--- src/rtl/crank_cam_gen.sv ---
// Crank/cam trigger-pattern generator: a TEETH-MISSING toothed-wheel square wave plus a cam signal once per two revolutions.
// Optional macro CRANK_CAM_GEN_RAMP_EN: active period slews one clock per slot toward the requested period.
module crank_cam_gen #(
  parameter int TEETH       = 60,
  parameter int MISSING     = 2,
  parameter int PERIOD_W    = 24,
  parameter int START_TOOTH = 53,
  parameter int CAM_RISE    = 4,
  parameter int CAM_FALL    = 54
) (
  input  logic                     clk,
  input  logic                     rst,
  input  logic                     en,
  input  logic [PERIOD_W-1:0]      period,
  input  logic                     period_wr,
  output logic                     vr,
  output logic                     cam,
  output logic [$clog2(TEETH)-1:0] tooth,
  output logic                     cam_phase,
  output logic                     rev_pulse
);

  localparam int TW = $clog2(TEETH);
  localparam int CW = PERIOD_W + $clog2(MISSING + 2);
  localparam logic [TW-1:0]       LAST_TOOTH   = TW'(TEETH - MISSING - 1);
  localparam logic [TW-1:0]       HALF_TOOTH   = TW'(TEETH / 2);
  localparam logic [TW-1:0]       RISE_TOOTH   = TW'(CAM_RISE);
  localparam logic [TW-1:0]       FALL_TOOTH   = TW'(CAM_FALL);
  localparam logic [TW-1:0]       RESET_TOOTH  = TW'(START_TOOTH);
  localparam logic [PERIOD_W-1:0] MIN_PERIOD   = PERIOD_W'(2);
  localparam logic [PERIOD_W-1:0] RESET_PERIOD = PERIOD_W'(4);

  logic [PERIOD_W-1:0] shadow;
  logic [PERIOD_W-1:0] active;
  logic [PERIOD_W-1:0] next_period;
  logic [CW-1:0]       cnt;
  logic [CW-1:0]       p_ext;
  logic [CW-1:0]       slot_len;
  logic [CW-1:0]       vr_start;
  logic [TW-1:0]       next_tooth;
  logic                boundary;

  // The gap slot absorbs the missing teeth; vr is high for the last ceil(P/2) clocks of any slot.
  always_comb begin
    p_ext      = CW'(active);
    slot_len   = (tooth == LAST_TOOTH) ? p_ext * CW'(MISSING + 1) : p_ext;
    vr_start   = slot_len - (p_ext - (p_ext >> 1));
    boundary   = (cnt == slot_len - CW'(1));
    next_tooth = (tooth == LAST_TOOTH) ? '0 : tooth + TW'(1);
`ifdef CRANK_CAM_GEN_RAMP_EN
    if (active < shadow)
      next_period = active + PERIOD_W'(1);
    else if (active > shadow)
      next_period = active - PERIOD_W'(1);
    else
      next_period = shadow;
`else
    next_period = shadow;
`endif
  end

  always_ff @(posedge clk or negedge rst) begin
    if (!rst) begin
      shadow    <= RESET_PERIOD;
      active    <= RESET_PERIOD;
      cnt       <= '0;
      tooth     <= RESET_TOOTH;
      vr        <= 1'b0;
      cam       <= 1'b1;
      cam_phase <= 1'b0;
      rev_pulse <= 1'b0;
    end else begin
      rev_pulse <= 1'b0;
      if (period_wr)
        shadow <= (period < MIN_PERIOD) ? MIN_PERIOD : period;
      if (en) begin
        if (boundary) begin
          cnt       <= '0;
          tooth     <= next_tooth;
          active    <= next_period;
          vr        <= 1'b0;
          rev_pulse <= (next_tooth == '0);
          if (next_tooth == HALF_TOOTH)
            cam_phase <= ~cam_phase;
          // Cam edges use the parity in force before this boundary.
          if (cam_phase) begin
            if (next_tooth == FALL_TOOTH)
              cam <= 1'b0;
            else if (next_tooth == RISE_TOOTH)
              cam <= 1'b1;
          end
        end else begin
          cnt <= cnt + CW'(1);
          vr  <= ((cnt + CW'(1)) >= vr_start);
        end
      end
    end
  end

endmodule

--- config.mk ---
export PLATFORM = sky130hd
export DESIGN_NAME = crank_cam_gen
export DESIGN_NICKNAME = d
export VERILOG_FILES = /design/src/rtl/crank_cam_gen.sv
export SDC_FILE = /design/constraint.sdc
export NUM_CORES = 1
export LEC_CHECK = 0
export ABC_AREA = 1
export CAP_MARGIN = 5
export CORE_MARGIN = 4
export CORE_UTILIZATION = 35
export CTS_BUF_LIST = sky130_fd_sc_hd__clkbuf_4 sky130_fd_sc_hd__clkbuf_8 sky130_fd_sc_hd__clkbuf_16
export CTS_CLUSTER_DIAMETER = 40
export DETAILED_ROUTE_END_ITERATION = 6
export GPL_TIMING_DRIVEN = 0
export PLACE_DENSITY = 0.54
export SYNTH_ARGS = -nofsm -noshare
export SYNTH_HDL_FRONTEND = slang
export SYNTH_SLANG_ARGS = --single-unit
--- constraint.sdc ---
create_clock -name clk -period 14.4 [get_ports clk]
set_input_delay 2.88 -clock clk [delete_from_list [all_inputs] [get_ports clk]]
set_output_delay 2.88 -clock clk [all_outputs]
set_load 0.02 [all_outputs]
* Yosys cells after proc, flatten, opt, wreduce, memory -nomap -nowiden
Cells that the tools add are included.
Word-level totals: bits in registers 84, input port bits 28, word-level logic and storage cells 36
Operators by class: add/sub/neg operators 5, multipliers 1, $lt $le $gt $ge 2, equality and inequality tests 5, multiplexer cells 9, bitwise gates (word level) 1, reductions and logical operators 5
Operators with widths (count):
- $mux W26 | 2
- $add A26 B1 Y26 const B | 1
- $eq A26 B26 Y1 | 1
- $ge A26 B26 Y1 | 1
- $mul A24 B2 Y26 const B | 1
- $sub A26 B1 Y26 const B | 1
- $sub A26 B26 Y26 | 1
- $sub A24 B23 Y25 | 1
- $lt A24 B2 Y1 const B | 1
- $mux W24 | 1
- $eq A6 B6 Y1 const B | 2
- $add A6 B1 Y6 const B | 1
- $eq A6 B3 Y1 const B | 1
- $eq A6 B5 Y1 const B | 1
- $logic_not A6 Y1 | 1
- $mux W6 | 1
- $mux W1 | 5
- $reduce_and A4 Y1 | 1
- $reduce_and A3 Y1 | 1
- $reduce_and A2 Y1 | 1
- $reduce_bool A2 Y1 | 1
- $not A1 Y1 | 1

* Logic depth before layout (Yosys ltp)
Gate-level depths: netlist of run 1.
word-level depth 6, depth in mapped cells 36, gate-level depth less buffers 35

* Least setup slack after synthesis of run 1
OpenSTA, ideal clock, no wires.
kind reg2reg, from reg active[1], to reg vr, setup time 0.065 ns, data arrival time 4.562 ns, data required time 14.335 ns, path slack 9.773 ns, cell stages (with the launch flop) 33, buffers on the path 0, clock period less this slack 4.627 ns, cells stage by stage dfrtp_1 ha_1 inv_1 fa_1 inv_1 nand2_1 nand2_1 inv_1 nand2_1 o21ai_2 ha_1 nand3_1 nand2_1 a21oi_1 o21ai_0 a21oi_1 o21ai_0 nand3_1 nand2_1 nand2_1 nand3_1 nand2_1 o21ai_0 xor2_1 ha_1 nand2_1 nor4_1 nand2_1 o41ai_1 o21ai_0 nand2_1 nand3_1 nand2_1
Between the ends: word-level cells in the longest chain between the ends 5, elaborated cells on any way between the ends 8, those cells by class add/sub: 3; mul: 1; order compare: 1; eq/ne: 1; mux: 2
Ends and longest elaborated chain:
- start, declared | RTL line 34 | logic [PERIOD_W-1:0] active;
- start signal, assigned | RTL line 80 | active <= next_period;
- $mul A24 B2 Y26 | RTL line 46 | slot_len = (tooth == LAST_TOOTH) ? p_ext * CW'(MISSING + 1) : p_ext;
- $mux W26 | RTL line 46
- $sub A26 B26 Y26 or $sub A26 B1 Y26 (tied branches) | RTL line 47, 48
- $ge A26 B26 Y1 or $eq A26 B26 Y1 (tied branches) | RTL line 94, 48
- $mux W1 * | RTL line 77 | if (boundary) begin
- end signal, assigned | RTL line 94 | vr <= ((cnt + CW'(1)) >= vr_start);
- end, declared | RTL line 16 | output logic vr,
Mark *: on every way between the ends. The rest lies on a longest branch, timed or not. A chain may end at the register's enable or synchronous reset.

* Worst setup path after layout of run 1
from reg tooth[0], to reg vr
Between the ends: word-level cells in the longest chain between the ends 5, elaborated cells on any way between the ends 7, those cells by class add/sub: 2; order compare: 1; eq/ne: 2; mux: 2
Ends and longest elaborated chain:
- start, declared | RTL line 18 | output logic [$clog2(TEETH)-1:0] tooth,
- start signal, assigned | RTL line 79 | tooth <= next_tooth;
- $eq A6 B6 Y1 * | RTL line 46
- $mux W26 * | RTL line 46
- $sub A26 B26 Y26 or $sub A26 B1 Y26 (tied branches) | RTL line 47, 48
- $ge A26 B26 Y1 or $eq A26 B26 Y1 (tied branches) | RTL line 94, 48
- $mux W1 * | RTL line 77
Marked as above.

==> results of run 1 <==
through the flow:
step	power [mW]	utilization, %	hold WS (ps)	instances
floorplan	0.388	-	452	1806
global placement	0.434	38.7	453	2238
detailed placement	0.436	38.8	458	2239
CTS	0.685	39.7	468	2254
global route	0.722	39.7	501	2254
finish	0.676	39.7	466	2254
flip-flops by register name, summed over array words and instances (netlist names):
register	cells
rev_pulse	1
vr	1
tooth	6
cam_phase	1
active	24
next_period	24
cnt	26
cam	1
cell usage in the layout (no fill, tap or decap), types with 22 or more instances in the layout:
cell,n
nand4_1,33
ha_1,93
o21ai_0,65
inv_2,41
inv_1,240
nor2_1,147
clkdlybuf4s50_1,35
mux2_2,22
a21oi_1,83
xor2_1,57
o21ai_2,29
nand3_1,176
dfrtp_1,77
nand2_1,541
worst max-delay path by stage:
stage | endpoint | from | depth (start not counted) | slack, ps
after floorplan | vr | active[1] | 32 | 9770
after global placement | cnt[21] | rst | 1 | 7100
after detailed placement | vr | tooth[0] | 32 | 8120
after CTS | vr | tooth[0] | 32 | 8090
after global routing | vr | active[1] | 30 | 7510
final | vr | tooth[0] | 32 | 8290
per-layer routing:
layer	GRT usage [%]	vias up	part of all wire, %
met5	0	-	0
met4	6.73	0	2.6
met3	1.36	32	4.1
met2	35.0	249	45
met1	29.6	5234	48
li1	-	5917	-
power by group:
group          internal [mW]  switching [mW]  leakage, nW
combinational         0.0575          0.0920         5.04
sequential             0.259          0.0247        0.942
clock                  0.138           0.105        0.142
critical path, delay by kind of cell, from the launching register on:
family          cells  cell delay [ps]
buf+inv             2              410
xor+xnor            1              160
fa+ha+maj           3              820
flops               1              610
simple gates       18             2010
compound gates      8             2000
layout make-up:
| class | count | area (um^2) | area share [%] |
|---|---|---|---|
| sequential | 84 | 2110 | 17.2 |
| inverter | 285 | 1070 | 8.72 |
| buffer | 41 | 258 | 2.10 |
| tap | 396 | 495 | 4.04 |
| multi-input combinational | 1396 | 7670 | 62.5 |
| clock buffer | 11 | 240 | 1.96 |
| clock inverter | 4 | 51.3 | 0.418 |
| timing repair buffer | 37 | 378 | 3.08 |
kinds of logic after synthesis:
family | synth area share [%]
flops | 19.0
compound gates | 12.5
mux | 2.23
simple gates | 38.2
xor+xnor | 5.13
fa+ha+maj | 11.0
buf+inv | 12.0
==> flow_summary.ini, run 1 <==
[clock_network]
cts_tree = built
clk_pin_slew_worst_paths_ps = 70
cts_buffers = 9
cts_setup_buffers = 0
cts_max_level = 3
clockRootBuffer = clkbuf_16
cts_hold_buf = 0
clkLatencyLatePin_ps = 370
clockBufferDepth = 2
clock-sinks = 84
cts_resized = 0

[detailed_routing]
ant_nets = 0
wl_per_cell_um = 15.9
drt_iter0_markers = 729
via_per_inst = 5.07
remaining_drc_errors = 0
vias = 11432
dr.pass1.iters = 5
wl_mm = 35.9

[sta]
grt_setup_unrepaired = no
fin_crit_sh_pct = 42.4
fin_skew_ps = 16.4
setup_ws_ps = 8290
worstMarginPinSlew_ps = 710
hold_violations = 0
fin_setup_tns_ps = 0
fin_crit_ps = 6110
slew_headroom_pct = 52.7
fmax_ghz = 0.164
finalSetupViolCount = 0
slew_violations = 0

[setup_path]
cp-end-kind = flip-flop
crit_fanout = 10
crit_path_frequent_cell = nand2_1
reg2reg_to = vr
r2r_setup_slack_ps = 8290
crit_slowest_cell = dfstp_2
worstSetupPathType = flip-flop to flip-flop
rr_startpoint = tooth[0]
cp_data_arrival_time_ps = 6410
critPathLaunchType = flip-flop
ff2ff_path_depth = 32
crit_required_ps = 14700
cp_slowest_stage_delay_ps = 610

[floorplanning]
die_area_mm2 = 0.0347
io_pins = 38
die_x_um = 186
initial_core_util_pct = 35.9
die_height_um = 186
rows = 64
core_area_mm2 = 0.0309

[place]
post-dp-hpwl_mm = 30.7
place_area_mm2 = 0.0120
pre_cts_ws_ps = 8120
io_buffer_count = 36
place.gp.congestion = 0.939

[global_routing]
grt_max_degree = 47
track_usage_pct = 21.2
grt_pass1_wl_mm = 57.4
antenna_found_initial = 0
grt_overflow = 0
grt_pass1_vias = 11029

[synth]
synth_commonest_cells = 541 x nand2_1, 240 x inv_1, 176 x nand3_1, 147 x nor2_1, 93 x ha_1
ys_seq_area_share_pct = 19.0
syn_inst = 1806
synth-seq-cells = 84
synth.most_common_cell = nand2_1
syn-num-nets = 1930
syn_area_mm2 = 0.0111
synth_top_cell_by_area = nand2_1
ys_async_sr_fraction_pct = 100
yosys.area.top_type_share_pct = 18.3
avgSynthCellArea_um2 = 6.15
synthFlopType = dfrtp_1
synth_area_leaders = nand2_1 18%, dfrtp_1 17%, ha_1 10%, inv_1 8.1%, nand3_1 7.9%
yosysWarnings = 0
synth-edff-count = 0
synthDistinctLibCells = 51

[flow_run]
maxCapViolCount = 0

[cells_and_area]
drive_gt1_share_pct = 10.5
final_area_mm2 = 0.0123
area_delta_synth_final_pct = 10.5
fillers = 3443
nets = 1978
diodes = 0

[worst_hold_path]
hold_start = cam
whs_endpoint = cam
whs_path_depth = 2
hold_class = flip-flop to flip-flop

[pwr]
power_density_mw_per_mm2 = 55.1
ir_drop_mv = 0.0569
p_leak_nw = 6.13

[outcome]
status = finished clean
Note: power is estimated with default switching activity, not from simulation.
==> inputs of run 2 (changes only) <==
==> constraint.sdc (replaced) <==
create_clock -name clk -period 5.7 [get_ports clk]
set_input_delay 1.14 -clock clk [delete_from_list [all_inputs] [get_ports clk]]
set_output_delay 1.14 -clock clk [all_outputs]
set_load 0.02 [all_outputs]
==> run 2 against run 1 <==
  * Sequential share of layout area down 0.28 points
  * First-iteration DRC count up 2.2%
  * Worst setup slack worse by 8000 ps
==> flow_summary.ini, run 2 (same netlist as run 1, synthesis figures left out) <==
[cells_and_area]
multi_input_area_mm2 = 0.00779
stdcell_count = 2265
diodes = 0
area_delta_synth_final_pct = 12.4
drive_gt1_share_pct = 12.1
regMostFlops = cnt
layout_common_cells = 539 x nand2_1, 238 x inv_1, 176 x nand3_1, 147 x nor2_1, 92 x ha_1
nets = 1989
fillers = 3428
largest_reg_flops = 26
final_common_cell = nand2_1
regArea_mm2 = 0.00211

[sta]
timing.hold.ws_ps = 466
fin_skew_ps = 22.0
hold_violations = 0
worstMarginPinSlew_ps = 723
fin_crit_ps = 5390
fin_setup_tns_ps = 0
fin_crit_sh_pct = 94.6
slew_headroom_pct = 51.8
slew_violations = 0
finalSetupViolCount = 0
fmax_ghz = 0.186
setup_ws_ps = 310

[setup_path]
crit_fanout = 10
cp_data_arrival_time_ps = 5690
r2r_setup_slack_ps = 310
crit_required_ps = 6000
critPathLaunchType = flip-flop
rr_startpoint = tooth[0]
worstSetupPathType = flip-flop to flip-flop
reg2reg_to = vr
cp-end-kind = flip-flop
crit_slowest_cell = dfstp_2
ff2ff_path_depth = 33
cp_slowest_stage_delay_ps = 560
crit_path_frequent_cell = nand2_1

[clock_network]
clockBufferDepth = 2
clockRootBuffer = clkbuf_16
clock-sinks = 84
cts_tree = built
cts_max_level = 3
cts_buffers = 9
cts_hold_buf = 0
clkLatencyLatePin_ps = 370
clk_pin_slew_worst_paths_ps = 70

[pwr]
p_switching_uw = 565
power_frac_comb_pct = 22.4
swShare_pct = 33.0
seqPwrFrac_pct = 41.8
clockPowerShare_pct = 35.8
total_power_mw = 1.71
ir_drop_mv = 0.144
power.internal_mw = 1.15
power_density_mw_per_mm2 = 137
p_leak_nw = 6.22

[worst_hold_path]
whs_endpoint = cam
whs_path_depth = 2
hold_class = flip-flop to flip-flop
hold_start = cam

[floorplanning]
core_area_mm2 = 0.0309
rows = 64
die_area_mm2 = 0.0347
io_pins = 38
initial_core_util_pct = 35.9
die_height_um = 186
die_x_um = 186

[place]
post-dp-hpwl_mm = 30.7
pre_cts_ws_ps = -585
io_buffer_count = 36
place.gp.congestion = 0.939
placedCellCount = 2239

[global_routing]
antenna_found_initial = 0
grt_overflow = 0
grt_pass1_wl_mm = 57.4
grt_pass1_vias = 11048
track_usage_pct = 21.2
grt_max_degree = 47

[detailed_routing]
remaining_drc_errors = 0
drt_iter0_markers = 745
via_per_inst = 5.09
wl_per_cell_um = 15.9
wl_mm = 36.0
ant_nets = 0
vias = 11527
dr.pass1.iters = 6

[flow_run]
maxCapViolCount = 0

[outcome]
status = finished clean
run 2: worst max-delay path by stage:
stage	from	depth (start not counted)	end	slack, ps
final	tooth[0]	33	vr	310
after global routing	active[2]	33	vr	-120
after CTS	tooth[0]	33	vr	30
after detailed placement	tooth[0]	32	vr	-580
after global placement	tooth[0]	32	vr	-580
after floorplan	active[1]	32	vr	1070
run 2: area by class of cell:
type                    instances  share of cell area (%)
clock inverters                 4                   0.411
well taps                     396                    3.97
flip-flops and latches         84                    16.9
repair buffers                 48                    3.69
inverters                     285                    8.60
clock buffers                  11                    1.92
plain buffers                  41                    2.12
multi-input cells            1396                    62.4
run 2: per-layer routing:
metal / wire length, um / vias up / track usage, % / part of all wire (%)
met5: 0 / - / 0 / 0
met2: 16000 / 265 / 34.9 / 45
met3: 1480 / 37 / 1.21 / 4.1
met1: 17300 / 5283 / 29.7 / 48
li1: - / 5942 / - / -
met4: 1150 / 0 / 7.05 / 3.2
run 2: through the flow:
step                      util [%]  cell area, um^2
final                         40.4            12500
after global placement        38.7            12000
after global routing          40.4            12500
after CTS                     39.8            12300
after detailed placement      38.8            12000
after floorplan                  -            11100
run 2: worst max-delay path: cells and delay by family, from the launching register on:
family	cells	cell delay, ps
compound gates	9	1650
xor+xnor	1	90
fa+ha+maj	3	720
buf+inv	2	360
flops	1	560
simple gates	18	1940
run 2: power by group through the flow:
stage	Combinational (mW)	Sequential (mW)	Clock, mW
finish	0.383	0.717	0.614
global route	0.447	0.727	0.656
global placement	0.370	0.726	0
CTS	0.382	0.716	0.635
detailed placement	0.376	0.727	0
floorplan	0.269	0.712	0
run 2: what timing repair did:
action	4_1_cts	5_1_grt
endpoints found under the setup margin	1	1
pin swaps	1	10
gates cloned	0	0
buffers inserted	0	11
gates resized for setup	8	25
